File: config.mk
export PLATFORM = sky130hd
export DESIGN_NAME = multi_ctrl
export DESIGN_NICKNAME = d
export VERILOG_FILES = /design/src/rtl/multi_ctrl.sv
export SDC_FILE = /design/constraint.sdc
export NUM_CORES = 1
export LEC_CHECK = 0
export CAP_MARGIN = 0
export CORE_MARGIN = 2
export CORE_UTILIZATION = 30
export CTS_BUF_LIST = sky130_fd_sc_hd__clkbuf_2
export DETAILED_ROUTE_END_ITERATION = 16
export GPL_TIMING_DRIVEN = 0
export PLACE_DENSITY_LB_ADDON = 0.1
export SYNTH_ARGS = -nofsm -noshare
export SYNTH_HDL_FRONTEND = slang
export SYNTH_SLANG_ARGS = --single-unit
File: constraint.sdc
create_clock -name i_clk -period 2.6 [get_ports i_clk]
set_input_delay 0.65 -clock i_clk [delete_from_list [all_inputs] [get_ports i_clk]]
set_output_delay 0.65 -clock i_clk [all_outputs]
set_load 0.02 [all_outputs]
File: src/rtl/multi_ctrl.sv
// Multi-cycle MIPS-subset control unit: 12-state Moore FSM that sequences the
// ALU, memory and register-file controls and resolves beq from the ALU zero flag.
module multi_ctrl (
  input  logic       i_clk,
  input  logic       i_rst,
  input  logic [5:0] i_op,
  input  logic [5:0] i_func,
  input  logic       i_zf,
  output logic [2:0] o_aluc,
  output logic       o_alusrca,
  output logic [1:0] o_alusrcb,
  output logic [1:0] o_pcsrc,
  output logic       o_pcwrite,
  output logic       o_iord,
  output logic       o_memwrite,
  output logic       o_irwrite,
  output logic       o_regwrite,
  output logic       o_regdst,
  output logic       o_memtoreg,
  output logic [3:0] o_state,
  output logic       o_done
);

  typedef enum logic [3:0] {
    FETCH   = 4'd0,  DECODE  = 4'd1,  MEMADR = 4'd2, MEMRD  = 4'd3,
    MEMWB   = 4'd4,  MEMWR   = 4'd5,  RTEXE  = 4'd6, RTWB   = 4'd7,
    BRANCH  = 4'd8,  ADDIEXE = 4'd9,  ADDIWB = 4'd10, JUMP  = 4'd11
  } state_t;

  typedef struct packed {
    logic [2:0] aluc;
    logic       alusrca;
    logic [1:0] alusrcb;
    logic [1:0] pcsrc;
    logic       pcwrite;
    logic       iord;
    logic       memwrite;
    logic       irwrite;
    logic       regwrite;
    logic       regdst;
    logic       memtoreg;
    logic       done;
  } ctl_t;

  localparam logic [5:0] OP_RT   = 6'b000000;
  localparam logic [5:0] OP_LW   = 6'b100011;
  localparam logic [5:0] OP_SW   = 6'b101011;
  localparam logic [5:0] OP_BEQ  = 6'b000100;
  localparam logic [5:0] OP_ADDI = 6'b001000;
  localparam logic [5:0] OP_J    = 6'b000010;

  function automatic logic [2:0] rt_aluc(input logic [5:0] f);
    case (f)
      6'b100000: rt_aluc = 3'b010;
      6'b100010: rt_aluc = 3'b110;
      6'b100100: rt_aluc = 3'b000;
      6'b100101: rt_aluc = 3'b001;
      6'b101010: rt_aluc = 3'b111;
      default:   rt_aluc = 3'b000;
    endcase
  endfunction

  function automatic ctl_t decode(input state_t s, input logic [5:0] f);
    ctl_t c;
    c = '0;
    case (s)
      FETCH:   begin c.irwrite = 1'b1; c.alusrcb = 2'b01; c.aluc = 3'b010; c.pcwrite = 1'b1; end
      DECODE:  begin c.alusrcb = 2'b11; c.aluc = 3'b010; end
      MEMADR:  begin c.alusrca = 1'b1; c.alusrcb = 2'b10; c.aluc = 3'b010; end
      MEMRD:   c.iord = 1'b1;
      MEMWB:   begin c.memtoreg = 1'b1; c.regwrite = 1'b1; c.done = 1'b1; end
      MEMWR:   begin c.iord = 1'b1; c.memwrite = 1'b1; c.done = 1'b1; end
      RTEXE:   begin c.alusrca = 1'b1; c.aluc = rt_aluc(f); end
      RTWB:    begin c.regdst = 1'b1; c.regwrite = 1'b1; c.done = 1'b1; end
      BRANCH:  begin c.alusrca = 1'b1; c.aluc = 3'b110; c.pcsrc = 2'b01; c.done = 1'b1; end
      ADDIEXE: begin c.alusrca = 1'b1; c.alusrcb = 2'b10; c.aluc = 3'b010; end
      ADDIWB:  begin c.regwrite = 1'b1; c.done = 1'b1; end
      JUMP:    begin c.pcsrc = 2'b10; c.pcwrite = 1'b1; c.done = 1'b1; end
      default: c = '0;
    endcase
    return c;
  endfunction

  state_t state, state_nxt;
  ctl_t   ctl;
  logic   rt_ok;

  assign rt_ok = (i_op == OP_RT) &&
                 (i_func == 6'b100000 || i_func == 6'b100010 || i_func == 6'b100100 ||
                  i_func == 6'b100101 || i_func == 6'b101010);

  always_comb begin
    state_nxt = FETCH;
    case (state)
      FETCH:   state_nxt = DECODE;
      DECODE: begin
        if (i_op == OP_LW || i_op == OP_SW) state_nxt = MEMADR;
        else if (rt_ok)                     state_nxt = RTEXE;
        else if (i_op == OP_BEQ)            state_nxt = BRANCH;
        else if (i_op == OP_ADDI)           state_nxt = ADDIEXE;
        else if (i_op == OP_J)              state_nxt = JUMP;
        else                                state_nxt = FETCH;
      end
      MEMADR:  state_nxt = (i_op == OP_SW) ? MEMWR : MEMRD;
      MEMRD:   state_nxt = MEMWB;
      RTEXE:   state_nxt = RTWB;
      ADDIEXE: state_nxt = ADDIWB;
      default: state_nxt = FETCH;
    endcase
  end

  // Controls are registered alongside the state, decoded from the state being entered.
  always_ff @(posedge i_clk) begin
    if (i_rst) begin
      state <= FETCH;
      ctl   <= decode(FETCH, i_func);
    end else begin
      state <= state_nxt;
      ctl   <= decode(state_nxt, i_func);
    end
  end

  // Write enables are killed combinationally so a reset aborts the current cycle's writes.
  assign o_pcwrite  = ~i_rst & (ctl.pcwrite | ((state == BRANCH) & i_zf));
  assign o_irwrite  = ~i_rst & ctl.irwrite;
  assign o_memwrite = ~i_rst & ctl.memwrite;
  assign o_regwrite = ~i_rst & ctl.regwrite;

  assign o_aluc     = ctl.aluc;
  assign o_alusrca  = ctl.alusrca;
  assign o_alusrcb  = ctl.alusrcb;
  assign o_pcsrc    = ctl.pcsrc;
  assign o_iord     = ctl.iord;
  assign o_regdst   = ctl.regdst;
  assign o_memtoreg = ctl.memtoreg;
  assign o_done     = ctl.done;
  assign o_state    = state;

endmodule

==> results.json, run 1 <==
{
  "synth.most_common_cell": "dfxtp_1",
  "setup_viol": 0,
  "synthCells": 120,
  "wl_per_cell_um": 12.3,
  "drt_iter0_markers": 28,
  "syn_nets": 135,
  "synth_top_area_share": 0.376,
  "synthTopCellsByArea": "dfxtp_1, buf_4, inv_1",
  "cts_buffer_depth": 2,
  "ys_ff_latch": 20,
  "timing.fmax_mhz": 410,
  "multi_input_area_um2": 573,
  "hold_class": "input port to register",
  "cap_violations": 0,
  "ff_latch_area_um2": 400,
  "area_growth_pct": 40.1,
  "whs_ps": 713,
  "avgSynthCellArea_um2": 8.87,
  "fin_area_mm2": 0.00149,
  "fin_skew_ps": 7.31,
  "ir_worst_vdd_uv": 273,
  "drt-total-wl_um": 2520,
  "power_density_mw_per_mm2": 373,
  "cts_hold_buf": 0,
  "drc": 0,
  "overflow": 0,
  "netlist-cell-type-count": 48,
  "dieWidth_um": 63.6,
  "via_per_inst": 5.16,
  "post_cts_buffers": 0,
  "coreArea_mm2": 0.00336,
  "grt_pass1_wl_um": 4290,
  "start_util": 0.317,
  "outcome": "finished, final reports clean",
  "drive_above_1_share": 0.165,
  "grt_max_degree": 12,
  "path_class": "input port to register",
  "final_nets": 174,
  "yosys-top-cells-count": "dfxtp_1, buf_4, inv_1, nor2_1",
  "netlist_area_mm2": 0.00106,
  "finalHoldViolations": 0,
  "synth_top_cell_by_area": "dfxtp_1",
  "globalplace.congestion": 0.837,
  "seq_area_frac_synth": 0.376,
  "worst_pin_slew_ps": 547,
  "dpl_cell_area_mm2": 0.00146,
  "cts_inserted_buffers": 3,
  "crit_arrival_ps": 2640,
  "htree_levels": 1,
  "grt_pass1_vias": 928,
  "num_io_pins": 35,
  "diodes": 0,
  "cts_sinks": 20,
  "port_buffers": 34,
  "p_leak_nw": 0.552,
  "synth_edf_count": 0,
  "ant_nets": 0,
  "worst-path-max-fanout": 9,
  "firstDrtPassIters": 4,
  "cts_root_buf": "clkbuf_2",
  "yosys_warnings": 0,
  "maxSlewViolCount": 0,
  "worst_setup_path_start_kind": "input port",
  "clk_pin_slew_ps": 170,
  "antenna_found_initial": 0,
  "cts_tree": "built",
  "fin_crit_sh": 0.939,
  "synth_flop_cell": "dfxtp_1",
  "fillers": 363,
  "die_area_mm2": 0.00404,
  "die_h_um": 63.6,
  "dp_hpwl_um": 1970,
  "vias": 1052,
  "grtUsageTotal": 0.132,
  "worstPathRequired_ps": 2800,
  "worstSkewPairLatency_ps": 300,
  "rows": 21,
  "period_minus_slack_ps": 2440,
  "end_kind": "register",
  "rsz0062_at_grt": "no",
  "slew_headroom": 0.632,
  "async_reset_ff_frac": 0
}
## where the power goes
group | internal [W] | total [W] | switching (W)
clock | 0.0000334 | 0.000120 | 0.0000869
sequential | 0.000315 | 0.000317 | 0.00000249
combinational | 0.0000565 | 0.000118 | 0.0000618
## through the flow
stage	setup slack [ps]	utilization	total power [W]	setup TNS (ps)	instances
after floorplan	434	-	0.000387	0	120
after global placement	-442	0.435	0.000441	-2390	200
after detailed placement	-419	0.435	0.000442	-2590	200
after CTS	2.05	0.440	0.000560	0	204
after global routing	24.5	0.443	0.000590	0	204
final	159	0.443	0.000556	0	204
## flip-flops by register name, summed over array words and instances (netlist names)
name,count
o_done,1
o_memtoreg,1
o_regdst,1
o_alusrcb,2
o_aluc,3
o_pcsrc,2
o_alusrca,1
o_iord,1
ctl,4
o_state,4
## worst paths after layout
check,start,end,slack [ps],depth (start not counted)
max,i_op[0],ctl[7]$_SDFF_PP1_,160,6
min,i_rst,o_pcsrc[1]$_SDFF_PP0_,710,2
max reg2reg,o_state[2]$_SDFF_PP0_,o_done$_SDFF_PP0_,610,6
min reg2reg,o_state[1]$_SDFF_PP0_,o_iord$_SDFF_PP0_,840,4
## per-layer routing
layer	vias up	share of wire	track usage
met2	36	0.47	0.213
met3	4	0.060	0.0375
met4	0	0.0087	0.0245
met1	483	0.46	0.176
li1	529	-	-
met5	-	0	0
## final cells by class
class | count | share of cell area
multi-input cells | 81 | 0.384
flip-flops and latches | 20 | 0.268
repair buffers | 34 | 0.227
plain buffers | 12 | 0.0520
well taps | 46 | 0.0386
inverters | 7 | 0.0176
clock buffers | 3 | 0.0101
clock inverters | 1 | 0.00252
## repair_timing
item,in CTS,in global routing
pin swaps,0,0
hold endpoints to repair,0,0
gates resized for setup,6,3
setup endpoints to repair,4,3
gates cloned,0,0
## cells in the final DEF (no fill, tap or decap), drive strengths merged, types with 3 or more instances in the layout
master | synthesis | routed
a31oi | 4 | 4
or4 | 3 | 3
a21oi | 5 | 5
o21ai | 5 | 5
inv | 7 | 7
dfxtp | 20 | 20
nor2 | 8 | 8
nand3 | 4 | 4
buf | 9 | 9
nor4 | 4 | 4
clkbuf | 3 | 6
nand2 | 4 | 4
o21a | 3 | 3
a211oi | 3 | 3
nor3 | 5 | 5
nor2b | 3 | 3
clkdlybuf4s50 | 0 | 29
dlygate4sd2 | 0 | 4
## worst max-delay path: stages
cell	delay [ps]
clkdlybuf4s50_1	460
or4_4	570
o31ai_1	390
nand2_2	200
nand2_1	200
o221ai_1	160
## cells by family (layout without fill, tap and decap cells)
group	after synthesis	after routing	share of synthesized area
flip-flops	20	20	0.376
AO/OA/AOI/OAI	35	35	0.247
XOR/XNOR	1	1	0.00823
multiplexers	1	1	0.00940
AND/OR/NAND/NOR	44	44	0.266
buffers and inverters	19	57	0.0940
No activity file was read; power rests on OpenSTA's default activity.
==> run 2, diff against run 1 <==
- CORE_ASPECT_RATIO: unset -> 1.25
- SLEW_MARGIN: unset -> 20
==> run 2 against run 1 <==
Effect of this change: clock skew down 5.3 ps; clock power about the same; global-route usage up 1.4 points.
==> results.json, run 2 (synthesis results as in run 1) <==
{
  "die_h_um": 70.6,
  "slew_headroom": 0.624,
  "cts_sinks": 20,
  "num_io_pins": 35,
  "reg2regPathDepth": 6,
  "vias": 1058,
  "hold_path_startpoint": "o_state[1]$_SDFF_PP0_",
  "outcome": "finished, final reports clean",
  "final_nets": 174,
  "rr_endpoint": "o_done$_SDFF_PP0_",
  "port_buffers": 34,
  "drive_above_1_share": 0.177,
  "busiest_layer": "met2",
  "final_util": 0.433,
  "diodes": 0,
  "drc": 0,
  "final_cell_mix": "clkdlybuf4s50_1, dfxtp_1, nor2_1, inv_1, buf_4",
  "mostFrequentLayoutCell": "clkdlybuf4s50_1",
  "cts_buffer_depth": 2,
  "hold_class": "register to register",
  "worst-path-max-fanout": 5,
  "grt_pass1_wl_um": 4790,
  "whs_ps": 836,
  "rows": 24,
  "area_growth_pct": 40.3,
  "firstDrtPassIters": 4,
  "p_leak_nw": 0.534,
  "wl_per_cell_um": 13.3,
  "htree_levels": 1,
  "power_density_mw_per_mm2": 375,
  "end_kind": "register",
  "die_area_mm2": 0.00404,
  "fin_area_mm2": 0.00149,
  "coreArea_mm2": 0.00345,
  "globalplace.congestion": 0.861,
  "timing.fmax_mhz": 405,
  "r2r-start": "o_state[2]$_SDFF_PP0_",
  "cp.buffers_inverters": 1,
  "crit_chain": "clkdlybuf4s50_1 -> or4_4 -> and4b_2 -> o21ai_0 -> nand2_1 -> o221ai_1",
  "fillers": 355,
  "antenna_found_initial": 0,
  "maxSlewViolCount": 0,
  "fin_skew_ps": 2.03,
  "setup-tns-final_ps": 0,
  "path_class": "input port to register",
  "setup_viol": 0,
  "fin_crit_sh": 0.950,
  "globalRouteMet2Util": 0.238,
  "min_to": "ctl[5]$_SDFF_PP0_",
  "crit_family": "simple AND/OR/NAND/NOR gates",
  "rsz0062_at_grt": "no",
  "dieWidth_um": 57.3,
  "crit_arrival_ps": 2660,
  "post_cts_buffers": 0,
  "drt_iter0_markers": 40,
  "grt_max_degree": 12,
  "ir_worst_vdd_uv": 154,
  "dpl_cell_area_mm2": 0.00145,
  "finalHoldViolations": 0,
  "via_per_inst": 5.37,
  "grt_pass1_vias": 1010,
  "start_util": 0.308,
  "worstPathRequired_ps": 2790,
  "grtUsageTotal": 0.146,
  "ant_nets": 0,
  "cap_violations": 0,
  "worst_setup_path_start_kind": "input port",
  "clk_pin_slew_ps": 170,
  "worstSkewPairLatency_ps": 300,
  "cts_root_buf": "clkbuf_2",
  "overflow": 0,
  "drt-total-wl_um": 2630,
  "slowest_delay_ps": 590,
  "whs_path_depth": 4,
  "reg2reg_setup_slack_ps": 580,
  "met1_usage": 0.184,
  "use_met3": 0.0293,
  "cts_tree": "built",
  "dp_hpwl_um": 2100,
  "period_minus_slack_ps": 2470,
  "cpMaxStageDelayCell": "or4_4",
  "worst_pin_slew_ps": 559,
  "p_total_w": 0.000561,
  "cts_inserted_buffers": 3
}
## run 2: cell count changes in the layout (fill, tap and decap cells not counted), sizes merged
cell / change
dlymetal6s2s: -1
dlygate4sd2: -2
clkdlybuf4s50: +3
## run 2: repair_timing
item,4_1_cts,5_1_grt
setup endpoints to repair,4,3
cloned,0,0
hold buffers,0,0
resized for setup,4,4
## run 2: report_power, final
part	switching, W	internal (W)	total (W)
combinational	0.0000642	0.0000576	0.000122
sequential	0.00000245	0.000315	0.000317
clock	0.0000881	0.0000334	0.000122
total	0.000155	0.000406	0.000561
## run 2: worst min-delay path: cells and delay by family, from the launching register on
family | cells | cell delay (ps)
flops | 1 | 420
simple gates | 2 | 210
buf+inv | 1 | 100
compound gates | 1 | 90
## run 2: how the worst max path moves through the flow
stage | slack (ps) | startpoint | end | cells past startpoint
2_1_floorplan | 430 | i_op[0] | o_done$_SDFF_PP0_ | 5
3_3_place_gp | -450 | i_rst | o_pcwrite | 4
3_5_place_dp | -460 | i_rst | o_pcwrite | 4
4_1_cts | 50 | i_op[3] | ctl[7]$_SDFF_PP1_ | 6
5_1_grt | 50 | i_op[0] | o_alusrca$_SDFF_PP0_ | 6
6_report | 130 | i_op[0] | ctl[7]$_SDFF_PP1_ | 6
## run 2: final cells by class
class,count,area [um^2],area share
buffer,12,77.6,0.0519
clock buffer,3,15.0,0.0101
clock inverter,1,3.75,0.00251
inverter,7,26.3,0.0176
multi-input combinational,81,584,0.391
sequential,20,400,0.268
tap,39,48.8,0.0327
timing repair buffer,34,338,0.226
## run 2: per-layer routing
metal | up-vias | part of all wire
met5 | - | 0
met4 | 0 | 0.022
met1 | 485 | 0.41
met3 | 7 | 0.049
li1 | 528 | -
met2 | 38 | 0.52
## run 2: per-stage QoR
step                      std cells  worst slack (ps)
after floorplan                 120               434
after global placement          193              -450
after detailed placement        193              -457
after CTS                       197              50.0
after global routing            197              48.1
final                           197               130
==> run 3, diff against run 2 <==
- HOLD_SLACK_MARGIN: unset -> 0.15
==> results of run 3 <==
Final layout, timing and power as in run 2 (identical DEF).
